--- config.mk ---
export PLATFORM = sky130hd
export DESIGN_NAME = pc_fetch_flat
export DESIGN_NICKNAME = d
export VERILOG_FILES = /design/src/rtl/pc_fetch_if.sv /design/src/rtl/pc_fetch.sv /design/src/flat_wrapper.sv
export SDC_FILE = /design/constraint.sdc
export NUM_CORES = 1
export LEC_CHECK = 0
export ABC_AREA = 1
export BUFFER_PORTS_ARGS = -buffer_cell sky130_fd_sc_hd__clkbuf_2
export CAP_MARGIN = 15
export CORE_MARGIN = 1
export CORE_UTILIZATION = 29
export CTS_CLUSTER_SIZE = 30
export DETAILED_ROUTE_END_ITERATION = 6
export SLEW_MARGIN = 20
export SYNTH_ARGS = -nofsm -noshare
export SYNTH_HDL_FRONTEND = slang
export SYNTH_SLANG_ARGS = --single-unit
--- constraint.sdc ---
create_clock -name clk -period 4.5 [get_ports clk]
set_clock_uncertainty 0.2 [all_clocks]
set_input_delay 1.125 -clock clk [delete_from_list [all_inputs] [get_ports clk]]
set_output_delay 1.125 -clock clk [all_outputs]
set_load 0.1 [all_outputs]
--- src/rtl/pc_fetch_if.sv ---
// Instruction bus between the fetch stage (master) and instruction memory (slave).
// Handshake: a transfer occurs on a cycle with ibus_req_o & ibus_gnt_i. req may drop before gnt.
// Exactly one ibus_rvalid_i pulse answers each transfer, at the earliest one cycle after gnt.
interface pc_fetch_if;
  logic        ibus_req_o;
  logic [31:0] ibus_addr_o;
  logic        ibus_gnt_i;
  logic        ibus_rvalid_i;
  logic [31:0] ibus_rdata_i;

  modport master (
    output ibus_req_o, ibus_addr_o,
    input  ibus_gnt_i, ibus_rvalid_i, ibus_rdata_i
  );

  modport slave (
    input  ibus_req_o, ibus_addr_o,
    output ibus_gnt_i, ibus_rvalid_i, ibus_rdata_i
  );
endinterface

--- src/rtl/pc_fetch.sv ---
// RV32I instruction fetch stage: owns the PC and issues one outstanding word fetch at a time.
// The fetched word is kept in a single-entry buffer that feeds the IF/ID register.
module pc_fetch #(
  parameter logic [31:0] RESET_PC = 32'h0000_0000,
  parameter logic [31:0] INST_NOP = 32'h0000_0013
) (
  input  logic        clk,
  input  logic        rst,
  input  logic        jump_en_i,
  input  logic [31:0] jump_addr_i,
  input  logic        hold_flag_i,
  pc_fetch_if.master  ibus,
  output logic [31:0] inst_o,
  output logic [31:0] inst_addr_o,
  output logic        inst_valid_o
);

  logic [31:0] pc;
  logic [31:0] fetch_addr;
  logic [31:0] buf_inst;
  logic [31:0] buf_addr;
  logic        outstanding;
  logic        discard;
  logic        buf_valid;
  logic        consume;
  logic        fire;
  logic        resp;
  logic        load;

  assign consume = buf_valid & ~hold_flag_i;
  // Only issue when the buffer will be free by the time the response can arrive.
  assign ibus.ibus_req_o  = ~outstanding & (~buf_valid | consume) & ~jump_en_i;
  assign ibus.ibus_addr_o = pc;
  assign fire = ibus.ibus_req_o & ibus.ibus_gnt_i;
  assign resp = ibus.ibus_rvalid_i & outstanding;
  assign load = resp & ~discard;

  always_ff @(posedge clk or posedge rst) begin
    if (rst) begin
      pc          <= RESET_PC;
      fetch_addr  <= RESET_PC;
      outstanding <= 1'b0;
      discard     <= 1'b0;
      buf_valid   <= 1'b0;
      buf_inst    <= INST_NOP;
      buf_addr    <= 32'h0;
    end else if (jump_en_i) begin
      pc        <= {jump_addr_i[31:2], 2'b00};
      buf_valid <= 1'b0;
      // A response landing in the jump cycle is simply dropped; otherwise mark the pending one stale.
      if (resp) begin
        outstanding <= 1'b0;
        discard     <= 1'b0;
      end else if (outstanding) begin
        discard <= 1'b1;
      end
    end else begin
      if (fire) begin
        outstanding <= 1'b1;
        pc          <= pc + 32'd4;
        fetch_addr  <= pc;
      end
      if (resp) begin
        outstanding <= 1'b0;
        discard     <= 1'b0;
      end
      if (load) begin
        buf_inst  <= ibus.ibus_rdata_i;
        buf_addr  <= fetch_addr;
        buf_valid <= 1'b1;
      end else if (consume) begin
        buf_valid <= 1'b0;
      end
    end
  end

  assign inst_o       = buf_valid ? buf_inst : INST_NOP;
  assign inst_addr_o  = buf_valid ? buf_addr : 32'h0;
  assign inst_valid_o = buf_valid;

endmodule
--- src/flat_wrapper.sv ---
// flat-port wrapper written by rule: the top's interface ports become plain ports
module pc_fetch_flat 
#(
  parameter logic [31:0] RESET_PC = 32'h0000_0000,
  parameter logic [31:0] INST_NOP = 32'h0000_0013
)
  (clk, rst, jump_en_i, jump_addr_i, hold_flag_i, inst_o, inst_addr_o, inst_valid_o, ibus_ibus_req_o, ibus_ibus_addr_o, ibus_ibus_gnt_i, ibus_ibus_rvalid_i, ibus_ibus_rdata_i);
  pc_fetch_if ibus_i ();
  input  logic clk;
  input  logic rst;
  input  logic jump_en_i;
  input  logic [31:0] jump_addr_i;
  input  logic hold_flag_i;
  output logic [31:0] inst_o;
  output logic [31:0] inst_addr_o;
  output logic inst_valid_o;
  output wire logic [$bits(ibus_i.ibus_req_o)-1:0] ibus_ibus_req_o;
  output wire logic [$bits(ibus_i.ibus_addr_o)-1:0] ibus_ibus_addr_o;
  input wire logic [$bits(ibus_i.ibus_gnt_i)-1:0] ibus_ibus_gnt_i;
  input wire logic [$bits(ibus_i.ibus_rvalid_i)-1:0] ibus_ibus_rvalid_i;
  input wire logic [$bits(ibus_i.ibus_rdata_i)-1:0] ibus_ibus_rdata_i;
  assign ibus_ibus_req_o = ibus_i.ibus_req_o;
  assign ibus_ibus_addr_o = ibus_i.ibus_addr_o;
  assign ibus_i.ibus_gnt_i = ibus_ibus_gnt_i;
  assign ibus_i.ibus_rvalid_i = ibus_ibus_rvalid_i;
  assign ibus_i.ibus_rdata_i = ibus_ibus_rdata_i;
  pc_fetch #(.RESET_PC(RESET_PC), .INST_NOP(INST_NOP)) u_core (.clk(clk), .rst(rst), .jump_en_i(jump_en_i), .jump_addr_i(jump_addr_i), .hold_flag_i(hold_flag_i), .ibus(ibus_i), .inst_o(inst_o), .inst_addr_o(inst_addr_o), .inst_valid_o(inst_valid_o));
endmodule
==> results.md, run 1 <==
Run status:
- The run finished with clean final reports.

Placed design:
- The number of buffers inserted by port buffering is 161.
- The number of placed instances, taps included, is 1163.
- The congestion estimate from routability-driven global placement came to 0.825.
- After legalization and detailed placement, the total HPWL measured 12100 µm.

Worst setup path:
- In this run the critical register-to-register path is captured at u_core.ibus.ibus_addr_o[28].
- The largest driver fanout on the critical path is 36.
- The kind of end point of the critical path is an output pin.
- The critical path in this run is classified as reg2out.
- The length in cells of the worst reg-to-reg path is 8.
- STA classifies the critical path startpoint as a flop.
- The required time of the worst setup path is 3.17 ns.
- The worst register-to-register path has a setup slack of 1.95 ns.
- For the worst setup path, the data arrival time is 2.01 ns.
- The launch instance of the worst register-to-register path is u_core.inst_valid_o.

Clocking:
- The number of levels in the clock H-tree is 4.
- Clock tree synthesis found a total of 125 sinks.
- The clock tree buffer depth is 2.
- The clock slew seen by the registers of the worst setup and hold paths is 0.06 ns.
- After clock tree synthesis, the flow added hold-fix buffers numbering 0.
- The CTS tree is done.
- The buffers inserted during post-CTS setup optimization is 0.
- At the later pin of the worst-skew pair, clock insertion delay measures 0.42 ns.
- The CTS root buffer is sky130_fd_sc_hd__clkbuf_16.
- The number of buffers added by the clock tree synthesis step is 17.
- Gates resized during post-CTS repair numbered 0.

Timing:
- The final count of hold timing violations came to 0.
- The final number of setup-violating endpoints is 0.
- The routed design could run at a clock period as short as 3.34 ns.
- The relative max-transition margin is 0.601.
- The final count of pins violating max slew is 0.
- Setup repair after global routing left no endpoint under its margin.
- On the final layout, the worst hold slack is 0.279 ns.
- The achievable frequency is 300 MHz.
- Dividing the final minimum period by the clock period gives 0.741.
- The measured slew at the worst slew-check pin is 0.600 ns.
- In the final timing run, aggregate negative setup slack is 0 ns.

Hold path:
- The hold path startpoint is u_core.buf_inst[4].
- The number of cells traversed by the worst hold path is 2.
- The path type of the worst min-delay path is reg2reg.
- For hold timing, the worst endpoint is u_core.buf_inst[4].

Die:
- The cell row count is 54.
- The die is 151 µm wide.
- The full die area is 22800 µm².
- In this run the count of I/O pins placed on the die edge is 168.
- In this run the vertical extent of the chip is 151 µm.
- The initial core utilization is 0.295.
- The region available for standard cell placement spans 21800 µm².

Final layout:
- The repair_antennas step left the layout with diodes totalling 0.
- The fraction of final layout cells with drive strength greater than 1 is 0.301.
- The synthesis-to-finish area growth is 26.4%.
- The multi-input logic area is 2620 µm².
- The register area is 3130 µm².
- The final cell count without fillers is 1195.
- The layout has 2251 filler cells.
- The count of nets after finishing is 973.

Synth:
- The most used flip-flop cell after synthesis is sky130_fd_sc_hd__dfrtp_1.
- The synthesized design spends more area on one cell type than any other, namely sky130_fd_sc_hd__dfrtp_1.
- During synthesis, Yosys emitted a total of 0 warnings.
- The number of synthesized register bits is 125.
- The share of synthesized area in the top cell type comes to 0.475.
- After synthesis the cells add up to 6420 µm².
- The number of library cell types mapped by synthesis is 33.
- The gate count after technology mapping is 746.
- After synthesis, the cell types taking the most area are sky130_fd_sc_hd__dfrtp_1 48%, sky130_fd_sc_hd__nand2_1 11%, sky130_fd_sc_hd__mux2_4 11%.
- The average instance in the mapped netlist occupies 8.61 µm².
- The number of flops mapped to enable cells by yosys is 0.
- After synthesis, the share of flip-flops with an asynchronous set or reset is 1.00.
- The share of the yosys chip area belonging to registers is 0.487.

Detailed routing:
- After detailed routing, the total wire length is 16600 µm.
- The number of nets still failing antenna checks after routing is 0.
- The number of iterations in the first detailed-routing pass is 4.
- The routed layout has 5212 vias.
- The via density per instance is 4.36.
- In this run, the number of DRC markers left after iteration 0 of detailed routing was 249.
- After detailed routing, the average wire length per cell comes to 13.9 µm.
- In the routed design, unresolved DRC markers number 0.

Power and ir drop:
- The design internal power is 2890 µW.
- The combinational cell fraction of total power is 0.283.
- The fraction of power spent switching nets is 0.354.
- The clock power share is 0.328.
- The analysis attributes to net switching a power of 1590 µW.
- In this run the static leakage power is 0.00462 µW.
- The worst-case vdd ir drop is 0.000239 V.
- The sequential share of power is 0.389.
- The ratio of total power to cell area is 551 nW/µm².

Job:
- The number of maximum-capacitance violations is 0.

Global routing:
- The first-pass GRT wire length is 26100 µm.
- For this run the aggregate overflow at the end of global routing stands at 0.
- The number of global-route vias before repair was 5039.
- In the global route stage, overall resource usage came out at 0.151.
- The number of antenna violations at the first check in global routing is 0.
- The largest net degree at the start of global routing is 74.
==> cell families (layout without fill, tap and decap cells) <==
group,after synthesis,after routing,share of synthesized area
xor gates and xnor gates,4,4,0.00545
muxes,46,46,0.107
and+or+nand+nor,313,313,0.213
adders and majority gates,1,1,0.00195
buffers and inverters,165,331,0.108
AOI/OAI and AO/OA,91,91,0.0761
DFF,125,125,0.487
other,1,4,0.000584
==> power groups by stage <==
stage          sequential, µW  clock (µW)  combinational, µW
2_1_floorplan            1950           0                817
3_3_place_gp             1750           0               1260
3_5_place_dp             1760           0               1280
4_1_cts                  1740        1500               1280
5_1_grt                  1790        1550               1370
6_report                 1740        1470               1270
==> synthesized netlist by cell type (all sizes together), types with 3 or more instances <==
| cell | number |
|---|---|
| xor2 | 4 |
| o211ai | 8 |
| o21bai | 3 |
| dfstp | 3 |
| inv | 131 |
| buf | 27 |
| nor2 | 55 |
| o21ai | 59 |
| dfrtp | 122 |
| nand3 | 40 |
| nand2 | 199 |
| mux2 | 46 |
| a21oi | 19 |
| nand4 | 8 |
| clkbuf | 7 |
| nand3b | 3 |
| nor3 | 5 |
==> critical path: stages (launching register included) <==
cell                       delay [ns]
sky130_fd_sc_hd__dfrtp_2         0.72
sky130_fd_sc_hd__buf_12          0.26
sky130_fd_sc_hd__nand2_1         0.08
sky130_fd_sc_hd__inv_1           0.05
sky130_fd_sc_hd__clkbuf_2        0.45
==> per-stage QoR <==
stage	instance area, µm²	power [µW]	setup WS [ns]	utilization
2_1_floorplan	6440	2770	1.01	-
3_3_place_gp	7490	3010	1.24	0.344
3_5_place_dp	7490	3030	1.26	0.344
4_1_cts	8120	4530	1.12	0.373
5_1_grt	8120	4710	1.02	0.373
6_report	8120	4480	1.16	0.373
==> sequential cells by signal, summed over array words and instances, names as in the netlist <==
register,cells
u_core.outstanding,1
u_core.fetch_addr,30
u_core.discard,1
u_core.buf_addr,30
u_core.ibus.ibus_addr_o,30
u_core.inst_valid_o,1
u_core.buf_inst,32
==> layer usage <==
metal  vias to the layer above  track usage  part of all wire
met2                       143        0.227              0.43
met4                         0       0.0540             0.013
li1                       2638            -                 -
met5                         -            0                 0
met3                        14       0.0401             0.052
met1                      2417        0.209              0.50
==> layout make-up <==
type	count	share of cell area
Clock buffer	19	0.0545
Timing Repair Buffer	168	0.110
Tap cell	280	0.0431
Inverter	131	0.0610
Clock inverter	13	0.0233
Multi-Input combinational cell	459	0.322
Sequential cell	125	0.386
==> how the worst max path moves through the flow <==
stage / from / endpoint / slack [ns] / cells after the start
floorplan: u_core.inst_valid_o / inst_addr_o[15] / 1.01 / 4
global placement: hold_flag_i / ibus_ibus_req_o / 1.24 / 5
detailed placement: jump_en_i / ibus_ibus_req_o / 1.26 / 5
CTS: u_core.inst_valid_o / inst_o[12] / 1.12 / 4
global route: u_core.inst_valid_o / inst_o[2] / 1.02 / 4
finish: u_core.inst_valid_o / inst_o[12] / 1.16 / 4
==> placed cells by master, fill, tap and decap left out, types with 2 or more instances in the layout <==
master,instances
sky130_fd_sc_hd__nand3b_1,3
sky130_fd_sc_hd__dfrtp_1,121
sky130_fd_sc_hd__inv_1,129
sky130_fd_sc_hd__o21ai_0,59
sky130_fd_sc_hd__o211ai_1,8
sky130_fd_sc_hd__xor2_1,4
sky130_fd_sc_hd__mux2_4,46
sky130_fd_sc_hd__nor2_1,43
sky130_fd_sc_hd__nor3_1,5
sky130_fd_sc_hd__nand2_1,193
sky130_fd_sc_hd__clkinv_4,4
sky130_fd_sc_hd__dfstp_2,3
sky130_fd_sc_hd__bufinv_16,4
sky130_fd_sc_hd__a21oi_1,19
sky130_fd_sc_hd__clkinvlp_4,3
sky130_fd_sc_hd__buf_12,3
sky130_fd_sc_hd__buf_4,4
sky130_fd_sc_hd__clkbuf_16,17
sky130_fd_sc_hd__clkinv_2,2
sky130_fd_sc_hd__nor2_2,8
sky130_fd_sc_hd__nand3_2,4
sky130_fd_sc_hd__nor2_4,4
sky130_fd_sc_hd__o21bai_1,3
sky130_fd_sc_hd__clkbuf_2,161
sky130_fd_sc_hd__nand2_2,5
sky130_fd_sc_hd__nand3_1,35
sky130_fd_sc_hd__nand4_1,8
sky130_fd_sc_hd__conb_1,4
Note: power is estimated with default switching activity, not from simulation.
==> run 2, diff against run 1 <==
clock period = 3.4 ns   (was 4.5 ns; I/O delays follow)
==> run 2 against run 1 <==
First-iteration DRC count up 17%. Register-to-register slack got worse by 0.94 ns. Hold slack got worse by 0.0094 ns. Total power increased by 30%. Clock power up 24%. Final area shrank 0.35%. Count of clock-buffer cells in the layout up 3. Flip-flop and latch count is the same. Via count up 1.7%. Sequential share of layout area increased by 0.14 points. Non-clock buffer count shrank 1. Utilization fell by 0.13 points. Critical path type unchanged. Largest cell class unchanged. Largest power group unchanged.
==> results.md, run 2 (synthesis results as in run 1) <==
Final layout:
- In the layout the commonest cells are 193 x sky130_fd_sc_hd__nand2_1, 160 x sky130_fd_sc_hd__clkbuf_2, 129 x sky130_fd_sc_hd__inv_1.
- The commonest non-fill, non-tap cell in the layout is sky130_fd_sc_hd__nand2_1.
- The number of antenna repair diodes is 0 (unchanged).
- The fraction of final layout cells with drive strength greater than 1 was 0.299 (-0.00153).
- The number of flip-flops in the largest register is 32 (unchanged).
- The fraction of the core area covered by cells at the end of the flow came to 0.372 (-0.00132).
- Relative to the synthesized area, the layout overhead comes to 26.0%.
- The largest register by flop count is u_core.buf_inst.
- The count of nets after finishing is 972 (-0.10%).

Detailed routing:
- The number of iterations in the first detailed-routing pass came to 5 (+1).
- The mean routed wirelength per cell came to 14.2 µm (+2.2%).
- The via density per instance was 4.44 (+1.9%).
- The total length of routed wires is 17000 µm (+2.1%).
- The number of nets still failing antenna checks after routing is 0 (unchanged).
- The DRC violations left is 0 (unchanged).
- The number of DRC markers after the initial detailed-route iteration was 292 (+17%).
- The via count of the routed design is 5300 (+1.7%).

Hold path:
- The worst hold path belongs to the class reg2reg.
- The hold path startpoint is u_core.buf_inst[1].

Worst setup path:
- The setup slack of the most critical reg-to-reg path came to 1.01 ns (-0.94 ns).
- The required time of the worst setup path came to 2.35 ns (-0.82 ns).
- The length in cells of the worst reg-to-reg path is 8 (unchanged).
- In this run the worst setup path begins at u_core.inst_valid_o.
- The data arrival time of the critical path came to 1.97 ns (-0.04 ns).
- STA classifies the critical path startpoint as a flop.
- The capture point of the worst reg-to-reg path is u_core.ibus.ibus_addr_o[28].
- The worst register-to-register path begins at u_core.inst_valid_o.
- In this run the worst setup path terminates at inst_o[5].
- The type of the setup path with the least slack is reg2out.
- The worst setup path is captured at an output pin.
- The largest driver fanout on the critical path is 38 (+5.6%).

Global routing:
- The number of antenna violations at the first check in global routing is 0 (unchanged).
- The aggregate global routing overflow came to 0 (unchanged).
- The combined global-route utilization of all metal layers was 0.154 (+0.00290).
- The largest net degree at the start of global routing is 126 (+70%).
- The first-pass GRT wire length is 26800 µm (+2.7%).
- The number of global-route vias before repair is 5131 (+1.8%).

Timing:
- The final count of pins violating max slew is 0 (unchanged).
- The final critical path time including I/O delays and setup is 3.02 ns.
- The relative max-transition margin came to 0.537 (-0.0640).
- Setup repair after global routing left no endpoint under its margin.
- Of the available clock period, the critical path in the final layout requires 0.888.
- The achievable frequency is 331 MHz.
- The final number of setup-violating endpoints is 0 (unchanged).
- The final count of hold timing violations was 0 (unchanged).
- The total negative setup slack was 0 ns (unchanged).
- The measured slew at the worst slew-check pin is 0.694 ns (+0.0934 ns).

Clocking:
- The number of buffers added by the clock tree synthesis step is 17 (unchanged).
- The clock tree buffer depth is 2 (unchanged).
- The clock slew seen by the registers of the worst setup and hold paths is 0.06 ns (about the same).
- Clock tree synthesis selected as its root buffer the cell sky130_fd_sc_hd__clkbuf_16.
- The post-cts sizing count came to 0 (unchanged).
- The number of levels in the clock H-tree is 4 (unchanged).
- TritonCTS built the clock tree.
- The later-pin clock latency in the skew report is 0.41 ns (about the same).
- The number of sinks on the clock net is 125 (unchanged).
- The number of buffers added to fix hold violations after cts came to 0 (unchanged).
- The buffers inserted during post-CTS setup optimization is 0 (unchanged).

Die:
- The overall die width is 151 µm (unchanged).
- The cell row count is 54 (unchanged).
- The initial core utilization is 0.295 (unchanged).
- The die span in y is 151 µm (unchanged).
- The full die area is 22800 µm² (unchanged).
- The number of placed I/O pins is 168 (unchanged).
- The area of the core region is 21800 µm² (unchanged).

Placed design:
- The estimated wirelength of the detail-placed design is 12100 µm (-0.53%).
- The number of buffers inserted by port buffering came to 161 (unchanged).
- The routability congestion estimate from global placement came to 0.826 (+0.11%).

Run status:
- The flow ran to the end, and the final reports show no timing, DRC or antenna violations.

Power and ir drop:
- The ratio of total power to cell area came to 719 nW/µm² (+31%).
- The static power due to leakage was 0.00461 µW (-0.33%).
- The worst-case vdd ir drop is 0.000327 V (+37%).

Job:
- The number of maximum-capacitance violations is 0 (unchanged).
-- run 2: worst min path at each step --
stage               cells after the start  slack (ns)                    to
global placement                        2        0.26    u_core.buf_inst[1]
floorplan                               2        0.25  u_core.fetch_addr[4]
CTS                                     2        0.27    u_core.buf_inst[1]
global route                            2        0.28    u_core.buf_inst[4]
finish                                  2        0.27    u_core.buf_inst[1]
detailed placement                      2        0.27    u_core.buf_inst[1]
-- run 2: critical path, stage by stage (launching register included) --
cell and delay [ns]:
sky130_fd_sc_hd__dfrtp_2 0.68, sky130_fd_sc_hd__buf_12 0.26, sky130_fd_sc_hd__nand2_1 0.08, sky130_fd_sc_hd__inv_1 0.06, sky130_fd_sc_hd__clkbuf_2 0.45
-- run 2: report_power, final --
part           internal (µW)  switching (µW)
logic                    590            1100
registers               1990             311
clock network           1150             679
total                   3730            2090
-- run 2: final cells by class --
| cell class | instances | area (µm²) |
|---|---|---|
| fill | 2234 | 13700 |
| multi-input combinational | 459 | 2620 |
| inverter | 131 | 495 |
| tap | 280 | 350 |
| clock buffer | 22 | 484 |
| sequential | 125 | 3130 |
| clock inverter | 9 | 111 |
| timing repair buffer | 167 | 903 |
-- run 2: per-stage QoR --
stage	worst slack, ns	cells	instance area (µm²)	total power (µW)	hold WS (ns)
floorplan	0.187	749	6440	3660	0.249
global placement	0.629	1162	7500	3980	0.261
finish	0.382	1193	8090	5820	0.270
CTS	0.332	1193	8090	5890	0.275
global route	0.252	1193	8090	6150	0.281
detailed placement	0.625	1162	7500	4020	0.267
-- run 2: per-layer routing --
| layer | global-route usage | wire length (µm) | up-vias |
|---|---|---|---|
| li1 | - | - | 2630 |
| met1 | 0.206 | 8310 | 2494 |
| met2 | 0.237 | 7390 | 158 |
| met3 | 0.0437 | 989 | 18 |
| met4 | 0.0565 | 254 | 0 |
| met5 | 0 | 0 | - |
